### src/rtl/tcdm_bank_rr_arbiter_if.sv
// rtl/tcdm_bank_rr_arbiter_if.sv - core-port and bank-port bundle for the TCDM bank arbiter
interface tcdm_bank_rr_arbiter_if #(
  parameter int unsigned NumCores  = 8,
  parameter int unsigned AddrWidth = 32,
  parameter int unsigned DataWidth = 32
);
  // core side: request channel
  logic [NumCores-1:0]                    req_i;
  logic [NumCores-1:0][AddrWidth-1:0]     add_i;
  logic [NumCores-1:0]                    we_i;
  logic [NumCores-1:0][DataWidth-1:0]     data_i;
  logic [NumCores-1:0][DataWidth/8-1:0]   be_i;
  // core side: grant and response
  logic [NumCores-1:0]                    gnt_o;
  logic [NumCores-1:0][DataWidth-1:0]     r_data_o;
  logic [NumCores-1:0]                    r_valid_o;
  // bank side
  logic                                   mem_req_o;
  logic                                   mem_we_o;
  logic [AddrWidth-1:0]                   mem_addr_o;
  logic [DataWidth-1:0]                   mem_wdata_o;
  logic [DataWidth/8-1:0]                 mem_be_o;
  logic                                   mem_gnt_i;
  logic [DataWidth-1:0]                   mem_rdata_i;

  // requesters plus the bank model
  modport master (
    output req_i, add_i, we_i, data_i, be_i, mem_gnt_i, mem_rdata_i,
    input  gnt_o, r_data_o, r_valid_o,
    input  mem_req_o, mem_we_o, mem_addr_o, mem_wdata_o, mem_be_o
  );

  // the arbiter itself
  modport slave (
    input  req_i, add_i, we_i, data_i, be_i, mem_gnt_i, mem_rdata_i,
    output gnt_o, r_data_o, r_valid_o,
    output mem_req_o, mem_we_o, mem_addr_o, mem_wdata_o, mem_be_o
  );
endinterface

### src/rtl/tcdm_bank_rr_arbiter.sv
// rtl/tcdm_bank_rr_arbiter.sv - round-robin arbiter sharing one TCDM bank between core ports
module tcdm_bank_rr_arbiter #(
  parameter int unsigned NumCores  = 8,
  parameter int unsigned AddrWidth = 32,
  parameter int unsigned DataWidth = 32,
  parameter int unsigned CntWidth  = 16
) (
  input  logic                       clk_i,
  input  logic                       rst_i,
  tcdm_bank_rr_arbiter_if.slave      bus,
  input  logic                       clr_cnt_i,
  output logic [CntWidth-1:0]        conflict_cnt_o
);

  localparam int unsigned PtrWidth = (NumCores > 1) ? $clog2(NumCores) : 1;
  localparam int unsigned IdxWidth = PtrWidth + 1;
  localparam logic [IdxWidth-1:0] NumIdx  = IdxWidth'(NumCores);
  localparam logic [PtrWidth-1:0] LastIdx = PtrWidth'(NumCores - 1);
  localparam logic [NumCores-1:0] OneReq  = NumCores'(1);

  logic [PtrWidth-1:0] rr_q;
  logic [PtrWidth-1:0] rr_next;
  logic                rsp_valid_q;
  logic [PtrWidth-1:0] rsp_idx_q;
  logic [CntWidth-1:0] cnt_q;

  logic [PtrWidth-1:0] winner;
  logic                found;
  logic [IdxWidth-1:0] cand;
  logic                accept;
  logic                conflict;

  // Search from rr_q upward with explicit wrap so non-power-of-two port counts stay in range
  always_comb begin
    winner = '0;
    found  = 1'b0;
    cand   = '0;
    for (int unsigned k = 0; k < NumCores; k++) begin
      cand = {1'b0, rr_q} + IdxWidth'(k);
      if (cand >= NumIdx) begin
        cand = cand - NumIdx;
      end
      if (!found && bus.req_i[cand[PtrWidth-1:0]]) begin
        winner = cand[PtrWidth-1:0];
        found  = 1'b1;
      end
    end
  end

  assign accept   = found & bus.mem_gnt_i;
  // clearing the lowest set bit leaves something only when two or more ports request
  assign conflict = |(bus.req_i & (bus.req_i - OneReq));
  assign rr_next  = (winner == LastIdx) ? '0 : winner + 1'b1;

  // Bank-side mux and the single grant; data outputs stay at zero with no request
  always_comb begin
    bus.mem_req_o   = |bus.req_i;
    bus.mem_we_o    = 1'b0;
    bus.mem_addr_o  = '0;
    bus.mem_wdata_o = '0;
    bus.mem_be_o    = '0;
    bus.gnt_o       = '0;
    if (found) begin
      bus.mem_we_o      = bus.we_i[winner];
      bus.mem_addr_o    = bus.add_i[winner];
      bus.mem_wdata_o   = bus.data_i[winner];
      bus.mem_be_o      = bus.be_i[winner];
      bus.gnt_o[winner] = bus.mem_gnt_i;
    end
  end

  // Steer the bank's read data back to the port granted in the previous cycle
  always_comb begin
    bus.r_valid_o = '0;
    bus.r_data_o  = '0;
    if (rsp_valid_q) begin
      bus.r_valid_o[rsp_idx_q] = 1'b1;
      bus.r_data_o[rsp_idx_q]  = bus.mem_rdata_i;
    end
  end

  // Pointer and response tracking advance only on an accepted bank transfer
  always_ff @(posedge clk_i) begin
    if (rst_i) begin
      rr_q        <= '0;
      rsp_valid_q <= 1'b0;
      rsp_idx_q   <= '0;
    end else begin
      rsp_valid_q <= accept;
      if (accept) begin
        rr_q      <= rr_next;
        rsp_idx_q <= winner;
      end
    end
  end

  // Saturating conflict counter; a clear wins over a same-cycle increment
  always_ff @(posedge clk_i) begin
    if (rst_i) begin
      cnt_q <= '0;
    end else if (clr_cnt_i) begin
      cnt_q <= '0;
    end else if (conflict && (cnt_q != '1)) begin
      cnt_q <= cnt_q + 1'b1;
    end
  end

  assign conflict_cnt_o = cnt_q;

endmodule

### src/flat_wrapper.sv
// flat-port wrapper written by rule: the top's interface ports become plain ports
module tcdm_bank_rr_arbiter_flat 
#(
  parameter int unsigned NumCores  = 8,
  parameter int unsigned AddrWidth = 32,
  parameter int unsigned DataWidth = 32,
  parameter int unsigned CntWidth  = 16
)
  (clk_i, rst_i, clr_cnt_i, conflict_cnt_o, bus_req_i, bus_add_i, bus_we_i, bus_data_i, bus_be_i, bus_mem_gnt_i, bus_mem_rdata_i, bus_gnt_o, bus_r_data_o, bus_r_valid_o, bus_mem_req_o, bus_mem_we_o, bus_mem_addr_o, bus_mem_wdata_o, bus_mem_be_o);
  tcdm_bank_rr_arbiter_if #(.NumCores(NumCores), .AddrWidth(AddrWidth), .DataWidth(DataWidth)) bus_i ();
  input  logic clk_i;
  input  logic rst_i;
  input  logic clr_cnt_i;
  output logic [CntWidth-1:0] conflict_cnt_o;
  input wire logic [$bits(bus_i.req_i)-1:0] bus_req_i;
  input wire logic [$bits(bus_i.add_i)-1:0] bus_add_i;
  input wire logic [$bits(bus_i.we_i)-1:0] bus_we_i;
  input wire logic [$bits(bus_i.data_i)-1:0] bus_data_i;
  input wire logic [$bits(bus_i.be_i)-1:0] bus_be_i;
  input wire logic [$bits(bus_i.mem_gnt_i)-1:0] bus_mem_gnt_i;
  input wire logic [$bits(bus_i.mem_rdata_i)-1:0] bus_mem_rdata_i;
  output wire logic [$bits(bus_i.gnt_o)-1:0] bus_gnt_o;
  output wire logic [$bits(bus_i.r_data_o)-1:0] bus_r_data_o;
  output wire logic [$bits(bus_i.r_valid_o)-1:0] bus_r_valid_o;
  output wire logic [$bits(bus_i.mem_req_o)-1:0] bus_mem_req_o;
  output wire logic [$bits(bus_i.mem_we_o)-1:0] bus_mem_we_o;
  output wire logic [$bits(bus_i.mem_addr_o)-1:0] bus_mem_addr_o;
  output wire logic [$bits(bus_i.mem_wdata_o)-1:0] bus_mem_wdata_o;
  output wire logic [$bits(bus_i.mem_be_o)-1:0] bus_mem_be_o;
  assign bus_i.req_i = bus_req_i;
  assign bus_i.add_i = bus_add_i;
  assign bus_i.we_i = bus_we_i;
  assign bus_i.data_i = bus_data_i;
  assign bus_i.be_i = bus_be_i;
  assign bus_i.mem_gnt_i = bus_mem_gnt_i;
  assign bus_i.mem_rdata_i = bus_mem_rdata_i;
  assign bus_gnt_o = bus_i.gnt_o;
  assign bus_r_data_o = bus_i.r_data_o;
  assign bus_r_valid_o = bus_i.r_valid_o;
  assign bus_mem_req_o = bus_i.mem_req_o;
  assign bus_mem_we_o = bus_i.mem_we_o;
  assign bus_mem_addr_o = bus_i.mem_addr_o;
  assign bus_mem_wdata_o = bus_i.mem_wdata_o;
  assign bus_mem_be_o = bus_i.mem_be_o;
  tcdm_bank_rr_arbiter #(.NumCores(NumCores), .AddrWidth(AddrWidth), .DataWidth(DataWidth), .CntWidth(CntWidth)) u_core (.clk_i(clk_i), .rst_i(rst_i), .bus(bus_i), .clr_cnt_i(clr_cnt_i), .conflict_cnt_o(conflict_cnt_o));
endmodule
### config.mk
export PLATFORM = sky130hd
export DESIGN_NAME = tcdm_bank_rr_arbiter_flat
export DESIGN_NICKNAME = d
export VERILOG_FILES = /design/src/rtl/tcdm_bank_rr_arbiter_if.sv /design/src/rtl/tcdm_bank_rr_arbiter.sv /design/src/flat_wrapper.sv
export SDC_FILE = /design/constraint.sdc
export NUM_CORES = 1
export LEC_CHECK = 0
export CAP_MARGIN = 25
export CORE_AREA = 2 2 369 371
export CTS_CLUSTER_SIZE = 10
export DETAILED_ROUTE_END_ITERATION = 16
export DIE_AREA = 0 0 371 373
export GPL_ROUTABILITY_DRIVEN = 0
export PLACE_DENSITY_LB_ADDON = 0.25
export SLEW_MARGIN = 0
export SYNTH_ARGS = -nofsm -noshare
export SYNTH_HDL_FRONTEND = slang
export SYNTH_SLANG_ARGS = --single-unit
export TNS_END_PERCENT = 30
### constraint.sdc
create_clock -name clk_i -period 8.3 [get_ports clk_i]
set_input_delay 0.83 -clock clk_i [delete_from_list [all_inputs] [get_ports clk_i]]
set_output_delay 0.83 -clock clk_i [all_outputs]
set_load 0.01 [all_outputs]
==> impl_metrics.toml <==
[setup_path]
required_ns = 7.47
path_max_fanout = 98
cp-end-kind = "output pin"
crit_slowest_cell = "dfxtp_1"
crit_chain = "inv_1 -> ha_1 -> mux4_2 -> mux2_2 -> or3_1 -> a31oi_1 -> a31oi_1 -> and2_4 -> inv_8 -> nand2_1 -> a32oi_1 -> a32o_1 -> clkdlybuf4s50_1"
cp_slowest_stage_delay_ns = 0.71
worstSetupPathType = "reg -> out"
critPathArrivalTime_ns = 6.11
cp-start-kind = "register"
crit_path_frequent_cell = "a31oi_1"

[route]
vias = 13500
avgViaCountPerCell = 3.39
drtAntennaViolNets = 0
drc_errors = 0
wire_per_inst_um = 23.0
firstDrtPassIters = 5
wirelength_um = 91900
drt_iter0_markers = 779

[cts]
cts_hold_buf = 0
h-tree-depth = 1
cts_tree = "yes"
clock_path_buffers = 2
numCtsBuffers = 3
clkSlewWorstSetupHoldPaths_ns = 0.07
post-cts-setup-buffers = 0
numClockSinks = 23
cts_root_buffer = "clkbuf_16"
cts_resized = 0
clkLatencyLatePin_ns = 0.26

[job]
drv_cap = 0

[logic_synthesis]
async_flop_share_pct = 0
yosysWarnings = 0
synth.area.top_cells = "and2_1, nand2_1, mux2i_1"
syn-instance-count = 1334
synth_area_per_cell_um2 = 6.29
yosysUniqueCellTypes = 57
synth_seq_area_share_pct = 5.48
synth_nets = 1934
ys_ff_latch = 23
syn_area_mm2 = 0.00840
netlist.area_leader.share_pct = 19.4
synth_ff_type = "dfxtp_1"
synth_top_area_cell = "and2_1"
synth-edff-count = 0

[die]
core_mm2 = 0.135
die_h_um = 373
die_area_mm2 = 0.138
initial_core_util_pct = 6.24
placementRows = 135
pin_count = 954
die_x_um = 371

[placement]
dp_slack_ns = 1.42
dp.cells = 3973
dp_hpwl_um = 78700
numPortBuffers = 953

[finish]
area_growth_pct = 137
final_cells = 3987
fillers = 15600
drive_above_1_share_pct = 3.37
final_util_pct = 14.8
nets = 2798

[grt]
grt_max_degree = 131
antenna_found_initial = 42
grt_pass1_vias = 13200
grt_pass1_wl_um = 119000
grt_overflow = 0
grt_usage_pct = 12.5

[sta]
slew_headroom_pct = 35.0
skew_ns = 0.00632
tightest_slew_ns = 0.966
finalCritPeriodShare_pct = 83.6
setup_violations = 0
report.final.hold_viol_count = 0
setup_slack_ns = 1.36
setup-tns-final_ns = 0
timing.final.crit_period_ns = 6.94
rsz0062_at_grt = "no"
drv_slew = 0
max_freq_mhz = 144

[outcome]
status = "finished clean"

[power_and_ir_drop]
power.density_mw_per_mm2 = 424
max-vdd-ir-drop_uv = 385
p_leak_uw = 0.00688

[min_path]
hp-class = "reg -> reg"
-- per-stage QoR --
stage | power [µW] | hold slack [ns] | cell area [µm²]
6_report | 8430 | 0.514 | 19900
5_1_grt | 9030 | 0.561 | 19900
4_1_cts | 8670 | 0.520 | 19900
3_5_place_dp | 8520 | 0.510 | 19800
3_3_place_gp | 8580 | 0.502 | 19800
2_1_floorplan | 4400 | 0.481 | 8400
-- registers in the layout, summed over array words and instances, names as in the netlist --
| signal | count |
|---|---|
| u_core.rr_q | 3 |
| u_core.rsp_valid_q | 1 |
| u_core.conflict_cnt_o | 16 |
| u_core.rsp_idx_q | 3 |
-- synthesized netlist by cell type, types with 12 or more instances --
cell and instances:
buf_4 19, o22a_1 19, o221ai_1 19, a21oi_1 58, nand2_1 367, buf_6 12, xor2_1 13, and2_1 260
clkbuf_1 47, nand3_1 109, nor2_1 41, mux2i_1 88, a32oi_1 49, a32o_1 50, dfxtp_1 23, buf_2 43
-- power breakdown --
part           switching [µW]  internal [µW]
Combinational            5010           3180
Clock                    42.5           65.4
Sequential               19.7            121
Total                    5070           3360
-- layout make-up --
class | instances | area (µm²) | share of cell area (%)
sequential | 23 | 460 | 2.31
clock buffer | 3 | 75.1 | 0.377
tap | 1781 | 2230 | 11.2
clock inverter | 1 | 7.51 | 0.0377
timing repair buffer | 982 | 9810 | 49.3
inverter | 10 | 47.5 | 0.239
antenna | 9 | 22.5 | 0.113
multi-input combinational | 1178 | 7250 | 36.4
-- critical path: cells and delay by family (launching register included) --
family / cells / cell delay [ns]
fa+ha+maj: 1 / 0.64
compound gates: 4 / 1.15
mux: 2 / 0.95
simple gates: 3 / 0.82
buf+inv: 3 / 1.37
flops: 1 / 0.71
-- cells in the final DEF, fill, tap and decap left out, types with 6 or more instances in the layout --
cell type        Yosys  routed
o21ai_0              7       7
a21oi_1             58      58
nor3_1               8       6
o22a_1              19      19
inv_1                7       7
nand2b_1             8       8
o221ai_1            19      19
buf_4               19      25
nand2_1            367     367
xor2_1              13      13
nor2_1              41      34
nor2_2               0       6
a32oi_1             49      49
a32o_1              50      50
mux2_2               9       9
dfxtp_1             23      23
clkdlybuf4s50_1      0     953
diode_2              0       9
nand3_1            109     109
and2_1             260     259
mux4_2               9       9
mux2i_1             88      88
-- final timing paths --
path	from	end	slack [ns]	depth (start not counted)
setup / recovery	u_core.rr_q[1]	bus_mem_wdata_o[21]	1.36	13
hold / removal	u_core.rsp_idx_q[1]	u_core.rsp_idx_q[1]	0.51	2
setup reg to reg	u_core.rr_q[1]	u_core.rr_q[0]	3.15	14
hold reg to reg	u_core.rsp_idx_q[1]	u_core.rsp_idx_q[1]	0.51	2
-- metal layers --
metal | wire length (µm) | share of wire (%) | up-vias | global-route usage, %
met1 | 38000 | 41 | 6359 | 15.5
li1 | - | - | 6408 | -
met3 | 7050 | 7.7 | 84 | 2.86
met5 | 160 | 0.17 | - | 0
met4 | 2000 | 2.2 | 26 | 3.24
met2 | 44700 | 49 | 653 | 21.4
-- logic make-up after synthesis --
kind of cell	count (synthesis)	share of synthesized area, %
AO/OA/AOI/OAI	222	21.1
flip-flops	23	5.48
buffers and inverters	133	8.70
XOR/XNOR	18	1.88
AND/OR/NAND/NOR	826	47.9
multiplexers	106	14.1
adder cells (fa/ha/maj)	6	0.834
No activity file was read; power rests on OpenSTA's default activity.
